## config.mk

```make
export PLATFORM = sky130hd
export DESIGN_NAME = hs4_rx_buffer
export DESIGN_NICKNAME = d
export VERILOG_FILES = /design/src/rtl/hs4_rx_buffer.sv
export SDC_FILE = /design/constraint.sdc
export NUM_CORES = 1
export LEC_CHECK = 0
export ABC_AREA = 1
export CORE_MARGIN = 2
export CORE_UTILIZATION = 30
export CTS_BUF_LIST = sky130_fd_sc_hd__clkbuf_16
export CTS_CLUSTER_DIAMETER = 150
export DETAILED_ROUTE_END_ITERATION = 10
export PLACE_DENSITY_LB_ADDON = 0.25
export SLEW_MARGIN = 20
export SYNTH_ARGS = -nofsm -noshare
export SYNTH_HDL_FRONTEND = slang
export SYNTH_SLANG_ARGS = --single-unit
```

## constraint.sdc

```tcl
create_clock -name clk -period 3.6 [get_ports clk]
set_input_delay 0.36 -clock clk [delete_from_list [all_inputs] [get_ports clk]]
set_output_delay 0.36 -clock clk [all_outputs]
set_load 0.03 [all_outputs]
```

## src/rtl/hs4_rx_buffer.sv

```systemverilog
// Responder end of the 4-phase req/ack byte link, queueing received bytes in a circular FIFO.
// Latency: a byte captured at edge k is acked and visible on out_data/out_valid right after edge k.
// Backpressure: ack is withheld while the FIFO is full; the consumer stalls the head with out_ready=0.
module hs4_rx_buffer #(
    parameter int DATA_W = 8,
    parameter int DEPTH  = 4,
    parameter int CNT_W  = 16
) (
    input  logic                       clk,
    input  logic                       rst,
    input  logic                       req_in,
    input  logic [DATA_W-1:0]          data_in,
    output logic                       ack_out,
    output logic                       out_valid,
    output logic [DATA_W-1:0]          out_data,
    input  logic                       out_ready,
    output logic [$clog2(DEPTH):0]     fifo_count,
    output logic [DATA_W-1:0]          last_byte_out,
    output logic [CNT_W-1:0]           rx_count
);

    localparam int PTR_W  = $clog2(DEPTH);
    localparam int FCNT_W = PTR_W + 1;
    localparam logic [FCNT_W-1:0] FULL_CNT = FCNT_W'(DEPTH);

    typedef enum logic {
        IDLE,
        ACK
    } state_t;

    state_t state, state_nxt;

    logic [DATA_W-1:0] mem [DEPTH];
    logic [PTR_W-1:0]  wr_ptr;
    logic [PTR_W-1:0]  rd_ptr;
    logic              push;
    logic              pop;

    // Full test looks only at the registered count, so a pop never frees a slot in the same edge.
    always_comb begin
        state_nxt = state;
        push      = 1'b0;
        case (state)
            IDLE: begin
                if (req_in && (fifo_count != FULL_CNT)) begin
                    push      = 1'b1;
                    state_nxt = ACK;
                end
            end
            ACK: begin
                if (!req_in) begin
                    state_nxt = IDLE;
                end
            end
            default: state_nxt = IDLE;
        endcase
    end

    assign ack_out   = (state == ACK);
    assign out_valid = (fifo_count != '0);
    assign pop       = out_valid && out_ready;
    assign out_data  = mem[rd_ptr];

    always_ff @(posedge clk or negedge rst) begin
        if (!rst) begin
            state <= IDLE;
        end else begin
            state <= state_nxt;
        end
    end

    always_ff @(posedge clk or negedge rst) begin
        if (!rst) begin
            for (int i = 0; i < DEPTH; i++) begin
                mem[i] <= '0;
            end
            wr_ptr        <= '0;
            rd_ptr        <= '0;
            fifo_count    <= '0;
            last_byte_out <= '0;
            rx_count      <= '0;
        end else begin
            if (push) begin
                mem[wr_ptr]   <= data_in;
                wr_ptr        <= wr_ptr + 1'b1;
                last_byte_out <= data_in;
                rx_count      <= rx_count + 1'b1;
            end
            if (pop) begin
                rd_ptr <= rd_ptr + 1'b1;
            end
            case ({push, pop})
                2'b10:   fifo_count <= fifo_count + 1'b1;
                2'b01:   fifo_count <= fifo_count - 1'b1;
                default: fifo_count <= fifo_count;
            endcase
        end
    end

endmodule

```

==> metrics.yaml, run 1 <==
cells_and_area:
  layout-area-overhead-vs-synth_pct: 29.2
  post_route_cells_drive_above_1_share_pct: 9.59
  antennaDiodeCount: 0
  final_core_util_pct: 39.6
  fin_nets: 400
grt:
  grt_pass1_vias: 2380
  gr-total-overflow: 0
  grt_pass1_wl_um: 11600
  grt_use_total_pct: 13.6
  grt_start_max_net_pins: 41
  number_of_antenna_violations_at_the_first_check_in_global_routing: 0
clock_tree:
  tritoncts: "built"
  cts_hold_buffers: 0
  h-tree-depth: 3
  cts.clk_slew.worst_paths_ns: 0.05
  source_to_sink_clock_delay_at_the_later_pin_of_the_worst_skew_pair_ns: 0.32
  clock-sinks: 64
  cts_post_setup_buffers_inserted: 0
  cts-buffers-inserted: 9
  max-clock-path-buffers: 2
  cts.repair.resized: 0
  clockRootBuffer: "sky130_fd_sc_hd__clkbuf_16"
place:
  port_buffers: 48
  post-dp-hpwl_um: 4570
  place_congestion: 0.737
outcome:
  outcome: "finished, final reports clean"
routing:
  final_wl_um: 6670
  met2_wirelength_um: 3110
  drt.antenna.violating_nets: 0
  drt_pre_antenna_iters: 4
  via_per_inst: 4.52
  drt_iter0_drc: 112
  met3_length_um: 300
  highest_layer: "met4"
  num_vias: 2347
  drc: 0
  route.detailed.wl_per_inst_um: 12.8
  detail_route.wirelength.met1_um: 3210
job:
  maxCapViolations: 0
power:
  peakVddDrop_mv: 0.360
  p_leak_nw: 1.78
  power_density_nw_per_um2: 941
critical_path:
  crit_path_start: "rd_ptr[1]"
  cell_count_of_the_worst_reg_to_reg_path: 9
  critPathKind: "reg2out"
  setup.worst_path.start_class: "register"
  regToRegSetupSlack_ns: 1.37
  cp.arrival_ns: 2.19
  timing.rr.start: "fifo_count[1]"
  worst_r2r_endpoint: "fifo_count[2]"
  critical_path.endpoint_type: "primary output"
  worstPathMaxFanout: 10
  critPathCapture: "out_data[2]"
  critical_path_required_ns: 3.24
timing:
  fin_tns_setup_ns: 0
  final-max-slew-violation-count: 0
  fmax_ghz: 0.392
  setup_repair_after_global_routing_missed_its_margin: "false"
  post-route-min-period_ns: 2.55
  finalClockSkew_ns: 0.00613
  final.period_utilization_pct: 70.9
  setup_failing_eps_final: 0
  worst_slew_margin_rel_pct: 61.8
  final_hold_viol_count: 0
  worst-slew-pin-transition_ns: 0.573
synth:
  synth.cells.most_frequent: "sky130_fd_sc_hd__nand2_1 (79), sky130_fd_sc_hd__dfrtp_1 (64), sky130_fd_sc_hd__o21ai_0 (35), sky130_fd_sc_hd__nor2_1 (32), sky130_fd_sc_hd__inv_1 (29)"
  mapped_cell_area_sq_um: 2980
  number_of_flops_mapped_to_enable_cells_by_yosys: 0
  netlist_instances: 332
  post_synth.cell_area_avg_sq_um: 8.98
  synthesis.yosys.warnings: 0
  synth.largest_area_cell: "sky130_fd_sc_hd__dfrtp_1"
  synth_top_flop_cell: "sky130_fd_sc_hd__dfrtp_1"
  synth.ff_latch_count: 64
  synth-async-reset-ratio_pct: 100
  mappedNetlistNets: 351
  synth_unique_cells: 27
  yosys.area.top_type_share_pct: 53.7
  largest_cells_by_area_after_synthesis: "sky130_fd_sc_hd__dfrtp_1 (54%), sky130_fd_sc_hd__nand2_1 (9.9%), sky130_fd_sc_hd__o21ai_0 (5.9%)"
  ys_seq_area_share_pct: 53.7
  yosysMostFrequentCell: "sky130_fd_sc_hd__nand2_1"
die:
  design.core.area_sq_um: 9730
  floorplan.initialDensity_pct: 30.6
  design.portCount: 49
  num_rows: 36
  die_area_sq_um: 10800
  die_w_um: 104
  dieHeight_um: 104
min_path:
  hold_path_class: "in2async"
-- state kept, by name (all words and copies together) (netlist names) --
register	cells
mem	32
rx_count	16
last_byte_out	8
fifo_count	3
rd_ptr	2
wr_ptr	2
ack_out	1
-- metal layers --
metal	global-route usage (%)	vias up
li1	-	1171
met1	18.2	1128
met2	20.6	43
met3	4.53	5
met4	4.63	0
met5	0	-
-- cells by family (layout without fill, tap and decap cells) --
kind of cell / Yosys count / after routing / share of synthesized area (%)
and+or+nand+nor: 135 / 135 / 19.3
AOI/OAI and AO/OA: 68 / 68 / 12.8
DFF: 64 / 64 / 53.7
buffers and inverters: 44 / 98 / 6.88
xor gates and xnor gates: 14 / 14 / 4.11
adders and majority gates: 7 / 7 / 3.19
-- how the worst min path moves through the flow --
stage / from / end
global route: rst / last_byte_out[1]
floorplan: rst / ack_out
global placement: rst / last_byte_out[1]
detailed placement: rst / last_byte_out[1]
finish: rst / last_byte_out[1]
CTS: rst / rx_count[12]
-- metrics by stage --
step	area, sq um	instances	setup WS [ns]	total power, mW	hold WS [ns]
floorplan	2980	332	1.42	2.24	0.0644
global placement	3550	503	1.09	2.77	0.387
detailed placement	3550	503	1.06	2.80	0.394
CTS	3850	519	1.03	3.67	0.0439
global route	3850	519	0.899	3.89	0.0698
finish	3850	519	1.05	3.63	0.0291
-- layout by cell type (no fill, tap or decap), types with 6 or more instances in the layout --
cell type                         instances
sky130_fd_sc_hd__nand3_1                  9
sky130_fd_sc_hd__inv_1                   29
sky130_fd_sc_hd__o22ai_1                  8
sky130_fd_sc_hd__nand4_1                  6
sky130_fd_sc_hd__clkdlybuf4s50_1         47
sky130_fd_sc_hd__nand2_1                 79
sky130_fd_sc_hd__dfrtp_1                 64
sky130_fd_sc_hd__ha_1                     6
sky130_fd_sc_hd__o21ai_1                 16
sky130_fd_sc_hd__o21ai_2                  8
sky130_fd_sc_hd__clkbuf_16                9
sky130_fd_sc_hd__o21ai_0                 35
sky130_fd_sc_hd__xor2_1                   9
sky130_fd_sc_hd__nor2_1                  32
-- worst max-delay path: stages, from the launching register on --
cell	delay, ns
sky130_fd_sc_hd__dfrtp_1	0.51
sky130_fd_sc_hd__inv_1	0.29
sky130_fd_sc_hd__o21ai_0	0.14
sky130_fd_sc_hd__o22ai_1	0.21
sky130_fd_sc_hd__clkdlybuf4s50_1	0.72
-- area by class of cell --
type / instances / area, sq um
Fill cell: 1021 / 5880
Sequential cell: 64 / 1600
Multi-Input combinational cell: 224 / 1170
Timing Repair Buffer: 50 / 490
Clock buffer: 9 / 225
Tap cell: 133 / 166
Inverter: 32 / 120
Clock inverter: 7 / 72.6
-- where the power goes --
group / switching [mW] / internal (mW)
Combinational: 0.967 / 0.613
Sequential: 0.190 / 1.00
Clock: 0.320 / 0.535
Total: 1.48 / 2.15
Power figures use the tool's default switching activity.
==> inputs of run 2 (changes only) <==
- clock period: 3.6 -> 2.6 ns (I/O delays scaled with it)
==> metrics.yaml, run 2 (synthesized netlist as in run 1, its figures left out) <==
timing:
  finalClockSkew_ns: 0.00525
  setup_failing_eps_final: 0
  post-route-min-period_ns: 2.33
  setup_repair_after_global_routing_missed_its_margin: "false"
  fmax_ghz: 0.429
  final.period_utilization_pct: 89.8
  worst_slew_margin_rel_pct: 64.1
  fin_tns_setup_ns: 0
  final_hold_viol_count: 0
  worst-slew-pin-transition_ns: 0.538
  final-max-slew-violation-count: 0
grt:
  grt_start_max_net_pins: 44
  gr-usage-met2_pct: 20.7
  gr-total-overflow: 0
  grtUsageMet1_pct: 17.8
  grt_pass1_vias: 2327
  grt_use_total_pct: 13.3
  gr-max-usage-layer: "met2"
  grtUsageMet3_pct: 3.52
  number_of_antenna_violations_at_the_first_check_in_global_routing: 0
  grt_pass1_wl_um: 11400
clock_tree:
  max-clock-path-buffers: 2
  source_to_sink_clock_delay_at_the_later_pin_of_the_worst_skew_pair_ns: 0.32
  clock-sinks: 64
  cts.clk_slew.worst_paths_ns: 0.06
  h-tree-depth: 3
  clockRootBuffer: "sky130_fd_sc_hd__clkbuf_16"
  tritoncts: "built"
  cts-buffers-inserted: 9
die:
  design.portCount: 49
  floorplan.initialDensity_pct: 30.6
  dieHeight_um: 104
  design.core.area_sq_um: 9730
  die_w_um: 104
  die_area_sq_um: 10800
  num_rows: 36
cells_and_area:
  biggestRegsByFlops: "mem: 32 flops, rx_count: 16 flops, last_byte_out: 8 flops"
  post_route_cells_drive_above_1_share_pct: 9.74
  largest_register_ff_count: 32
  fin_cells: 523
  most_flop_heavy_register: "mem"
  fin_nets: 404
  layout-area-overhead-vs-synth_pct: 30.3
  mostFrequentLayoutCell: "sky130_fd_sc_hd__nand2_1"
  layout_common_cells: "sky130_fd_sc_hd__nand2_1 (79), sky130_fd_sc_hd__dfrtp_1 (64), sky130_fd_sc_hd__clkdlybuf4s50_1 (47), sky130_fd_sc_hd__o21ai_0 (35), sky130_fd_sc_hd__nor2_1 (32)"
  antennaDiodeCount: 0
place:
  post-dp-hpwl_um: 4660
  place_congestion: 0.763
  port_buffers: 48
  placed_cells_incl_taps: 506
critical_path:
  crit_path_start: "rd_ptr[0]"
  setup.worst_path.start_class: "register"
  critPathCapture: "out_data[2]"
  worstPathMaxFanout: 17
  critical_path_required_ns: 2.34
  timing.rr.start: "fifo_count[1]"
  cp.arrival_ns: 2.07
  path_buf_inv: 2
  cp_slowest_stage_delay_ns: 0.71
  cell_count_of_the_worst_reg_to_reg_path: 9
  worst_r2r_endpoint: "fifo_count[2]"
  ordered_list_of_cells_on_the_worst_path: "inv_1 -> o21ai_0 -> o22ai_1 -> clkdlybuf4s50_1"
  regToRegSetupSlack_ns: 0.69
  critPathKind: "reg2out"
  cp_num_cells: 4
  critPathSlowestCell: "sky130_fd_sc_hd__clkdlybuf4s50_1"
  critical_path.endpoint_type: "primary output"
  critical-path-top-delay-family: "buffers and inverters"
routing:
  via_per_inst: 4.44
  final_wl_um: 6820
  drt.antenna.violating_nets: 0
  route.detailed.wl_per_inst_um: 13.0
  num_vias: 2323
  drc: 0
  drt_pre_antenna_iters: 4
  drt_iter0_drc: 95
min_path:
  hold_path_class: "in2async"
job:
  maxCapViolations: 0
power:
  power_density_nw_per_um2: 1290
  p_leak_nw: 1.80
  peakVddDrop_mv: 0.503
outcome:
  outcome: "finished, final reports clean"
==> run 2: how the worst min path moves through the flow <==
stage | start | to | slack, ns | cells after the start
2_1_floorplan | rst | ack_out | -0.04 | 0
3_3_place_gp | rst | last_byte_out[1] | 0.27 | 1
3_5_place_dp | rst | last_byte_out[2] | 0.28 | 1
4_1_cts | mem[19] | mem[19] | 0.48 | 2
5_1_grt | mem[17] | mem[17] | 0.51 | 2
6_report | rst | last_byte_out[2] | 0.48 | 2
==> run 2: cell type report <==
cell class              count  area, sq um
clock buffers               9          225
clock inverters             7         62.6
fillers                   993         5840
inverters                  32          120
multi-input cells         224         1170
flip-flops and latches     64         1600
well taps                 133          166
repair buffers             54          536
==> run 2: layer usage <==
metal	share of wire [%]	wire, um
met1	49	3340
met4	1.3	90
met5	0	0
met3	4.0	273
met2	46	3120
==> run 2: repair_timing <==
| action | 4_1_cts | 5_1_grt |
|---|---|---|
| hold buffers | 1 | 0 |
| hold endpoints to repair | 21 | 0 |
| buffers inserted | 0 | 0 |
| resized for setup | 0 | 0 |
| setup endpoints to repair | 0 | 0 |
==> run 2: stage by stage <==
| step | hold WS (ns) | power [mW] | setup slack, ns | utilization, % | instance area [sq um] |
|---|---|---|---|---|---|
| final | 0.475 | 5.03 | 0.266 | 39.9 | 3890 |
| after global routing | 0.508 | 5.37 | 0.144 | 39.9 | 3890 |
| after CTS | 0.476 | 5.07 | 0.268 | 39.9 | 3890 |
| after detailed placement | 0.275 | 3.89 | 0.469 | 36.9 | 3590 |
| after global placement | 0.268 | 3.86 | 0.504 | 36.9 | 3590 |
| after floorplan | -0.0356 | 3.10 | 0.420 | - | 2980 |
==> run 2: power by group <==
group	internal, mW	total [mW]	switching, mW	leakage, nW
clock	0.731	1.16	0.428	0.136
combinational	0.878	2.22	1.34	0.863
sequential	1.39	1.65	0.263	0.798
total	2.99	5.03	2.03	1.80
==> inputs of run 3 (changes only) <==
- ABC_AREA: 1 -> 0
==> metrics.yaml, run 3 <==
clock_tree:
  cts_hold_buffers: 0
  cts.repair.resized: 0
  tritoncts: "built"
  clockRootBuffer: "sky130_fd_sc_hd__clkbuf_16"
  clock-sinks: 64
  cts.clk_slew.worst_paths_ns: 0.05
  max-clock-path-buffers: 2
  cts-buffers-inserted: 9
  h-tree-depth: 3
  source_to_sink_clock_delay_at_the_later_pin_of_the_worst_skew_pair_ns: 0.33
  cts_post_setup_buffers_inserted: 0
cells_and_area:
  largest_register_ff_count: 32
  layout-area-overhead-vs-synth_pct: 32.0
  antennaDiodeCount: 0
  layout_common_cells: "sky130_fd_sc_hd__dfrtp_1 (64), sky130_fd_sc_hd__clkdlybuf4s50_1 (47), sky130_fd_sc_hd__mux2_4 (32), sky130_fd_sc_hd__xor2_1 (11), sky130_fd_sc_hd__xnor2_1 (10)"
  post_route_cells_drive_above_1_share_pct: 27.9
  mostFrequentLayoutCell: "sky130_fd_sc_hd__dfrtp_1"
  fin_nets: 273
  most_flop_heavy_register: "mem"
  biggestRegsByFlops: "mem: 32 flops, rx_count: 16 flops, last_byte_out: 8 flops"
synth:
  synth.ff_latch_count: 64
  netlist_instances: 194
  mappedNetlistNets: 213
  synthesis.yosys.warnings: 0
  synth.largest_area_cell: "sky130_fd_sc_hd__dfrtp_1"
  largest_cells_by_area_after_synthesis: "sky130_fd_sc_hd__dfrtp_1 (53%), sky130_fd_sc_hd__mux2_4 (16%), sky130_fd_sc_hd__mux4_2 (6.0%)"
  yosysMostFrequentCell: "sky130_fd_sc_hd__dfrtp_1"
  synth_unique_cells: 31
  ys_seq_area_share_pct: 53.3
  post_synth.cell_area_avg_sq_um: 15.5
  mapped_cell_area_sq_um: 3000
  synth-async-reset-ratio_pct: 100
  synth.cells.most_frequent: "sky130_fd_sc_hd__dfrtp_1 (64), sky130_fd_sc_hd__mux2_4 (32), sky130_fd_sc_hd__xor2_1 (11), sky130_fd_sc_hd__xnor2_1 (10), sky130_fd_sc_hd__mux4_2 (8)"
  synth_top_flop_cell: "sky130_fd_sc_hd__dfrtp_1"
  number_of_flops_mapped_to_enable_cells_by_yosys: 0
  yosys.area.top_type_share_pct: 53.3
grt:
  gr-total-overflow: 0
  grt_pass1_wl_um: 9930
  number_of_antenna_violations_at_the_first_check_in_global_routing: 0
  grt_pass1_vias: 1897
  grt_use_total_pct: 11.8
  grt_start_max_net_pins: 33
place:
  port_buffers: 48
  pre_cts_ws_ns: 0.534
  post-dp-hpwl_um: 3920
  place_congestion: 0.723
routing:
  drt_iter0_drc: 34
  num_vias: 1736
  via_per_inst: 4.44
  drt_pre_antenna_iters: 3
  drc: 0
  final_wl_um: 5900
  route.detailed.wl_per_inst_um: 15.1
  drt.antenna.violating_nets: 0
die:
  floorplan.initialDensity_pct: 30.9
  dieHeight_um: 104
  die_area_sq_um: 10800
  die_w_um: 104
  num_rows: 36
  design.portCount: 49
  design.core.area_sq_um: 9730
timing:
  finalClockSkew_ns: 0.00859
  hold_slack_ns: -0.0165
  worst-slew-pin-transition_ns: 0.709
  setup_failing_eps_final: 0
  setup_repair_after_global_routing_missed_its_margin: "false"
  post-route-min-period_ns: 2.38
  final_hold_viol_count: 22
  worst_slew_margin_rel_pct: 52.7
  final.period_utilization_pct: 91.5
  fin_tns_setup_ns: 0
  post-route-worst-setup-slack_ns: 0.222
  fmax_ghz: 0.421
  final-max-slew-violation-count: 0
power:
  power_density_nw_per_um2: 1330
  p_leak_nw: 1.81
  total_power_mw: 5.29
  peakVddDrop_mv: 0.624
critical_path:
  cp.arrival_ns: 2.12
  worstPathMaxFanout: 7
  critPathKind: "reg2out"
  timing.rr.start: "fifo_count[0]"
  setup.worst_path.start_class: "register"
  critical_path.endpoint_type: "primary output"
  critical_path_required_ns: 2.34
  crit_path_start: "rd_ptr[0]"
  regToRegSetupSlack_ns: 0.58
outcome:
  violations: "hold timing"
  outcome: "finished with violations"
min_path:
  hold_path_class: "in2async"
job:
  maxCapViolations: 0
[run 3: cell types whose count changed in the layout (fill, tap and decap cells not counted), sizes merged, moves of 2 or more]
cell	delta
nand3	-5
xnor2	+5
nor2	-30
and3	+4
mux2	+41
nor3b	+2
o21ai	-58
xor2	+2
o22ai	-8
nand2	-74
mux4	+8
inv	-24
clkinvlp	-2
[run 3: power by group]
group          switching (mW)  internal [mW]  total (mW)  leakage (nW)
registers               0.330           1.41        1.74         0.782
logic                    1.07           1.24        2.32         0.875
clock network           0.408          0.820        1.23         0.152
total                    1.81           3.48        5.29          1.81
[run 3: path summary, 6_finish.rpt]
kind / endpoint / cells after the start
setup / recovery: out_data[2] / 3
max in group asynchronous: last_byte_out[2] / 2
min in group clk: rx_count[15] / 1
hold reg to reg: rx_count[15] / 1
hold / removal: mem[31] / 1
setup reg to reg: fifo_count[2] / 9
[run 3: per-layer routing]
layer	global-route usage, %	part of all wire [%]
met5	0	0
met2	17.2	45
met3	4.51	5.3
met1	15.7	49
met4	5.21	1.2
[run 3: per-stage QoR]
step                      area (sq um)  util, %  std cells
final                             3970     40.8        391
after global routing              3970     40.8        391
after CTS                         3970     40.8        391
after detailed placement          3660     37.7        376
after global placement            3660     37.7        376
after floorplan                   3000        -        194
[run 3: layout make-up]
class,count,area [sq um]
Clock buffer,9,225
Clock inverter,6,76.3
Fill cell,940,5760
Inverter,7,26.3
Multi-Input combinational cell,119,1360
Sequential cell,64,1600
Tap cell,133,166
Timing Repair Buffer,53,513
[run 3: logic make-up (layout without fill, tap and decap cells)]
logic type	Yosys count	count (layout)	synth area share, %
flops	64	64	53.3
mux	50	50	25.7
simple gates	39	39	9.58
xor+xnor	21	21	6.12
buf+inv	11	75	1.71
fa+ha+maj	7	7	3.17
compound gates	2	2	0.416
[run 3: critical path, stage by stage, from the launching register on]
cell and delay, ns:
sky130_fd_sc_hd__dfrtp_1 0.42, sky130_fd_sc_hd__buf_4 0.23, sky130_fd_sc_hd__mux4_2 0.54, sky130_fd_sc_hd__clkdlybuf4s50_1 0.61
